`src/rtl/call_dispatch.sv`:
```
// call_dispatch: queues operand pairs and runs them one at a time through a start/done callee.
// Define CALL_DISPATCH_TIMEOUT_EN to abort a call after TIMEOUT cycles without a done edge.
module call_dispatch #(
    parameter int WIDTH   = 32,
    parameter int DEPTH   = 4,
    parameter int TIMEOUT = 255
) (
    input  logic             clk,
    input  logic             reset,
    input  logic             in_valid,
    output logic             in_ready,
    input  logic [WIDTH-1:0] in_a,
    input  logic [WIDTH-1:0] in_b,
    output logic             callee_start,
    output logic [WIDTH-1:0] callee_a,
    output logic [WIDTH-1:0] callee_b,
    input  logic [WIDTH-1:0] callee_result,
    input  logic             callee_done,
    output logic             out_valid,
    input  logic             out_ready,
    output logic [WIDTH-1:0] out_result,
    output logic             out_err,
    output logic             busy,
    output logic [15:0]      call_count
);

    localparam int AW = $clog2(DEPTH);

    typedef enum logic [1:0] {S_IDLE, S_ISSUE, S_WAIT, S_OUTPUT} state_t;

    state_t           state, state_next;
    logic [WIDTH-1:0] mem_a [DEPTH];
    logic [WIDTH-1:0] mem_b [DEPTH];
    logic [AW-1:0]    wr_ptr, rd_ptr;
    logic [AW:0]      count;
    logic             push, pop, capture, accept, abort;
    logic             done_q, done_rise;

    assign in_ready     = (count != (AW+1)'(DEPTH));
    assign push         = in_valid && in_ready;
    assign done_rise    = callee_done && !done_q;
    assign callee_start = (state == S_ISSUE);
    assign out_valid    = (state == S_OUTPUT);
    assign busy         = (state != S_IDLE);

    // Storage needs no reset; count and pointers alone define what is valid.
    always_ff @(posedge clk) begin
        if (push) begin
            mem_a[wr_ptr] <= in_a;
            mem_b[wr_ptr] <= in_b;
        end
    end

    always_ff @(posedge clk or posedge reset) begin
        if (reset) begin
            wr_ptr <= '0;
            rd_ptr <= '0;
            count  <= '0;
        end else begin
            if (push)
                wr_ptr <= wr_ptr + 1'b1;
            if (pop)
                rd_ptr <= rd_ptr + 1'b1;
            if (push && !pop)
                count <= count + 1'b1;
            else if (pop && !push)
                count <= count - 1'b1;
        end
    end

    always_ff @(posedge clk or posedge reset) begin
        if (reset) begin
            state  <= S_IDLE;
            done_q <= 1'b0;
        end else begin
            state  <= state_next;
            done_q <= callee_done;
        end
    end

    always_comb begin
        state_next = state;
        pop        = 1'b0;
        capture    = 1'b0;
        accept     = 1'b0;
        case (state)
            S_IDLE: begin
                if (count != '0) begin
                    pop        = 1'b1;
                    state_next = S_ISSUE;
                end
            end
            S_ISSUE: state_next = S_WAIT;
            S_WAIT: begin
                if (done_rise) begin
                    capture    = 1'b1;
                    state_next = S_OUTPUT;
                end else if (abort) begin
                    state_next = S_OUTPUT;
                end
            end
            S_OUTPUT: begin
                if (out_ready) begin
                    accept     = 1'b1;
                    state_next = S_IDLE;
                end
            end
            default: state_next = S_IDLE;
        endcase
    end

    always_ff @(posedge clk or posedge reset) begin
        if (reset) begin
            callee_a   <= '0;
            callee_b   <= '0;
            out_result <= '0;
            call_count <= '0;
        end else begin
            if (pop) begin
                callee_a <= mem_a[rd_ptr];
                callee_b <= mem_b[rd_ptr];
            end
            if (capture)
                out_result <= callee_result;
            else if (abort)
                out_result <= '0;
            if (accept)
                call_count <= call_count + 16'd1;
        end
    end

`ifdef CALL_DISPATCH_TIMEOUT_EN
    localparam int TW = $clog2(TIMEOUT + 1);

    logic [TW-1:0] timer;
    logic          err_q;

    // A done edge in the final allowed cycle still wins over the abort.
    assign abort   = (state == S_WAIT) && !done_rise && (timer == TW'(TIMEOUT - 1));
    assign out_err = err_q;

    always_ff @(posedge clk or posedge reset) begin
        if (reset) begin
            timer <= '0;
            err_q <= 1'b0;
        end else begin
            if (state == S_ISSUE)
                timer <= '0;
            else if (state == S_WAIT)
                timer <= timer + 1'b1;
            if (abort)
                err_q <= 1'b1;
            else if (accept)
                err_q <= 1'b0;
        end
    end
`else
    // Keeps TIMEOUT referenced when the abort path is compiled out.
    logic unused_timeout;
    assign unused_timeout = (TIMEOUT != 0);
    assign abort          = 1'b0;
    assign out_err        = 1'b0;
`endif

endmodule

```
`config.mk`:
```
export PLATFORM = sky130hd
export DESIGN_NAME = call_dispatch
export DESIGN_NICKNAME = d
export VERILOG_FILES = /design/src/rtl/call_dispatch.sv
export SDC_FILE = /design/constraint.sdc
export NUM_CORES = 1
export LEC_CHECK = 0
export CAP_MARGIN = 20
export CORE_ASPECT_RATIO = 0.8
export CORE_UTILIZATION = 50
export CTS_CLUSTER_SIZE = 8
export DETAILED_ROUTE_END_ITERATION = 8
export PLACE_DENSITY_LB_ADDON = 0.2
export SYNTH_ARGS = -nofsm -noshare
export SYNTH_HDL_FRONTEND = slang
export SYNTH_SLANG_ARGS = --single-unit
```
`constraint.sdc`:
```
create_clock -name clk -period 8.32 [get_ports clk]
set_clock_uncertainty 0.2 [all_clocks]
set_input_delay 1.664 -clock clk [delete_from_list [all_inputs] [get_ports clk]]
set_output_delay 1.664 -clock clk [all_outputs]
set_load 0.05 [all_outputs]
```
**Word level (Yosys, flattened, before mapping)**

Memory sizes are Yosys's and may differ from the RTL's. A register that Yosys moved wholly into a read port is not among the register bits.
Index checks and enable logic that the tools add are counted.
W data, S select, Z words.

- Multiplexer cells: 14
- Equal/unequal tests: 7
- Add/sub/neg operators: 5
- Reductions and logical operators: 12

Operators with widths:

| cell | number |
|---|---|
| $add A16 B1 Y16 const B | 1 |
| $mux W1 | 8 |
| $pmux W2 S4 | 1 |
| $mux W2 | 3 |
| $mux W3 | 2 |
| $add A2 B1 Y2 const B | 2 |
| $eq A2 B2 Y1 const B | 2 |
| $logic_and A1 B1 Y1 | 4 |
| $ne A2 B2 Y1 const B | 2 |
| $reduce_bool A2 Y1 | 2 |
| $add A3 B1 Y3 const B | 1 |
| $logic_not A1 Y1 | 3 |
| $ne A3 B3 Y1 const B | 1 |
| $reduce_and A3 Y1 | 1 |
| $reduce_bool A3 Y1 | 1 |
| $sub A3 B1 Y3 const B | 1 |
| $eq A2 B1 Y1 const B | 1 |
| $logic_not A2 Y1 | 1 |
| $ne A2 B1 Y1 const B | 1 |

- Flip-flop bits (word level): 58
- Memory bits (writable): 256
- Bits of input ports: 101
- Logic and storage cells: 47
- Memories kept: 2

Memory list:

| name | words | width | rd ports | clocked after memory_dff | write ports | RTL line | source |
|---|---|---|---|---|---|---|---|
| mem_a | 4 | 32 | 1 | 1 | 1 | 32 | `logic [WIDTH-1:0] mem_a [DEPTH];` |
| mem_b | 4 | 32 | 1 | 1 | 1 | 33 | `logic [WIDTH-1:0] mem_b [DEPTH];` |

**Logic depth before layout (Yosys ltp)**

- Depth after elaboration: 6
- Depth in mapped cells: 11

**Worst setup path after synthesis**

OpenSTA, ideal clock, no wires.

- Path type: input -> register
- From: input port in_valid
- To: memory mem_a[0][0] (enable)
- Cell stages on the path: 1
- Required time: 7691 ps
- Path slack: 4482 ps
- Library setup time: 429 ps
- Data arrival time: 3209 ps
- Cell sequence: and3_1

- Word-level cells in the longest chain between the ends: 3

RTL lines:

| item | RTL line | source |
|---|---|---|
| from (decl) | 10 | `input logic in_valid,` |
| $logic_and A1 B1 Y1 | 40 | `assign push = in_valid && in_ready;` |
| $mux W1 | 48 | `if (push) begin` |
| $mux W1 (not written as such) | 49 | `mem_a[wr_ptr] <= in_a;` |
| to (decl) | 32 |  |

No other way between the ends.

**Worst setup path after layout**

- From: register state[0]
- To: output port busy

- Word-level cells in the longest chain between the ends: 1

RTL lines:

| item | RTL line | source |
|---|---|---|
| from (decl) | 31 | `state_t state, state_next;` |
| from (signal assigned) | 76 | `state <= state_next;` |
| $reduce_bool A2 Y1 | 44 | `assign busy = (state != S_IDLE);` |
| to (decl) | 23 | `output logic busy,` |

No other way between the ends.

==> summary.md <==
| Metric | Value |
|---|---|
| Run status | `finished clean` |
| Dominant cell by count in the synthesized netlist | `edfxtp_1` |
| Worst path buffer plus inverter count | `3` |
| Slew at the pin closest to its max-slew limit | `1.06 ns` |
| Total instance count after detailed placement | `between 1,000 and 1,500` |
| Vias in the first global route | `7,581` |
| Synth Flop Type | `edfxtp_1` |
| Hold-fix buffers at CTS | `0` |
| Ranking of synthesized cells by instance count | `edfxtp_1, dfrtp_1, mux2_2` |
| Routed length per placed instance | `20.7 um` |
| Antenna Nets Post-Route | `0` |
| Highest Clock Rate | `around 250 MHz` |
| Worst min-delay path category | `reg -> reg` |
| Net count after synthesis | `roughly 770` |
| CTS tree | `built` |
| Detailed Place HPWL | `16.1 mm` |
| Endpoint required time on the critical path | `6.46 ns` |
| Synth top area cells | `edfxtp_1, dfrtp_1, mux4_2, mux2_2, ha_1` |
| Non-filler cells in the finished layout | `around 1,300` |
| Weighted congestion at the end of routability-driven global placement | `0.833` |
| Vias post-DR | `6,931` |
| Die height | `between 150 and 200 um` |
| Minimum clock period after layout | `just over 4 ns` |
| Final non-filler cell area | `0.0182 mm2` |
| Worst-skew pair later-pin latency | `0.55 ns` |
| Number of gates resized after CTS | `0` |
| Sequential cell area fraction in the yosys report | `between 70% and 80%` |
| Endpoints failing setup | `0` |
| DR iter-0 viols | `389` |
| TritonCTS sink count | `378` |
| Number of nets in the layout | `1,018` |
| Total of warnings raised by yosys | `0` |
| Final number of max-transition violations | `0` |
| Period Utilization, post-route | `roughly half` |
| Core Region | `0.0275 mm2` |
| Htree depth | `2` |
| Clock transition at the register clock pins on the worst setup and hold paths after CTS | `0.05 ns` |
| Worst voltage drop across the vdd grid | `0.270 mV` |
| Post-synth top area share | `54.6%` |
| Area leader, netlist | `edfxtp_1` |
| Power density over the cells | `421 mW/mm2` |
| Fraction of layout instances using a drive strength above 1 | `between 20% and 30%` |
| Delay-heaviest family, CP | `buffers and inverters` |
| Critical path's slowest cell | `clkdlybuf4s50_1` |
| Final hold violations | `0` |
| DRC viols | `0` |
| Leak | `0.00653 uW` |
| Slew headroom | `29.3%` |
| Number of vias per cell after detailed routing | `5.28` |
| Number of inserted filler cells in the final layout | `1,806` |
| Total global-route track usage | `approximately a fifth` |
| Top-Level Pins | `218` |
| Rows | `between 50 and 60` |
| WP data arrival | `2.21 ns` |
| Setup repair bufs after CTS | `0` |
| Root cell of the clock tree | `clkbuf_16` |
| CP Cell Sequence | `inv_1 > ha_1 > inv_1 > clkdlybuf4s50_1` |
| Final setup TNS | `0 ns` |
| WL final | `about 27 mm` |
| Initial antenna violation count | `4` |
| Largest net degree at the start of global routing | `81` |
| Path type of the worst setup path | `reg -> out` |
| Launching element type of the critical path | `register` |
| Final Total Pwr | `roughly 7700 uW` |
| Initial core utilization | `51.2%` |
| Worst setup EP type | `primary output` |
| Number of library cell types mapped by synthesis | `30` |
| Remaining Overflow, GRT | `0` |
| Horizontal die dimension | `190 um` |
| Syn Std Cell Area | `0.0141 mm2` |
| Number of maximum-capacitance constraint violations | `0` |
| Synthesis-stage register bit count | `approximately 380` |
| TritonRoute pass-1 iters | `4` |
| DP Area | `0.0166 mm2` |
| Cells after synthesis | `between 600 and 700` |
| Global-route wire length before repair | `42.8 mm` |
| Cell occurring most often along the worst timing path | `inv_1` |
| TritonCTS Buffers | `53` |
| Highest cell delay on the worst timing path | `0.81 ns` |
| EDFF count, synth | `256` |
| Utilization of the core after routing | `66.1%` |
| Area enclosed by the die boundary | `0.0288 mm2` |
| Unrepaired setup endpoints after global routing | `false` |
| Number of buffer cells added on primary ports | `approximately 220` |
| Largest fanout on the critical path | `4` |
| Async S/R FF share, synth | `32.3%` |
| Layout overhead on the synthesized area | `29.1%` |
| Post-synthesis average cell area | `21.5 um2` |
| Maximum clock insertion buffer count | `3` |
layout make-up:
| type | count | area (um2) | area share, % |
|---|---|---|---|
| diodes | 2 | 5.00 | 0.0275 |
| clock buffers | 94 | 1500 | 8.26 |
| clock inverters | 3 | 45.0 | 0.248 |
| inverters | 12 | 50.0 | 0.275 |
| multi-input cells | 240 | 3160 | 17.4 |
| flip-flops and latches | 378 | 10700 | 59.1 |
| well taps | 364 | 455 | 2.51 |
| repair buffers | 220 | 2210 | 12.2 |
through the flow:
step / setup slack, ns / hold WS, ns
after floorplan: 3.21 / 0.264
after global placement: 4.48 / 0.259
after detailed placement: 4.37 / 0.292
after CTS: 4.22 / 0.298
after global routing: 4.17 / 0.314
final: 4.25 / 0.295
cell usage in the layout (no fill, tap or decap), types with 4 or more instances in the layout:
cell               n
clkbuf_16         54
dfrtp_1          120
xor2_1             8
mux2_2            99
clkdlybuf4s50_1  216
ha_1              11
mux4_2            64
clkbuf_1          40
nor2_1             6
and3_4             4
nand2_1            7
xnor2_1           13
nand3_1            5
nor3_1             4
edfxtp_1         256
inv_1             11
worst paths after layout:
| check | start | slack (ns) | cells past startpoint | to |
|---|---|---|---|---|
| max | state[0] | 4.25 | 4 | busy |
| max reg2reg | count[0] | 5.23 | 8 | count[2] |
| max in group asynchronous | reset | 5.49 | 4 | out_result[16] |
| min in group asynchronous | reset | 1.33 | 2 | out_result[12] |
| min reg2reg | call_count[10] | 0.30 | 1 | call_count[10] |
| min | call_count[10] | 0.30 | 1 | call_count[10] |
registers in the layout, indices dropped and copies added (netlist names):
| register | cells |
|---|---|
| wr_ptr | 2 |
| mem_b | 128 |
| mem_a | 128 |
| callee_a | 32 |
| rd_ptr | 2 |
| count | 3 |
| done_q | 1 |
| state | 2 |
| callee_b | 32 |
| out_result | 32 |
| call_count | 16 |
layer usage:
metal | track usage, % | vias up | routed length [um]
met3 | 4.99 | 48 | 1700
met4 | 5.30 | 4 | 557
li1 | - | 3092 | -
met2 | 32.1 | 223 | 13300
met5 | 0 | - | 31
met1 | 25.5 | 3564 | 11600
power breakdown:
group	total [uW]	internal [uW]	switching, uW
sequential	2900	2590	313
clock	1960	1210	747
combinational	2800	1190	1610
cells by family (layout without fill, tap and decap cells):
logic type | Yosys count | in the layout | share of synthesized area (%)
adder cells (fa/ha/maj) | 12 | 12 | 1.12
buffers and inverters | 37 | 329 | 1.44
flip-flops | 378 | 378 | 76.3
AO/OA/AOI/OAI | 4 | 4 | 0.178
XOR/XNOR | 21 | 21 | 1.31
AND/OR/NAND/NOR | 39 | 39 | 1.48
multiplexers | 163 | 163 | 18.2
other | 1 | 3 | 0.0266
No activity file was read; power rests on OpenSTA's default activity.
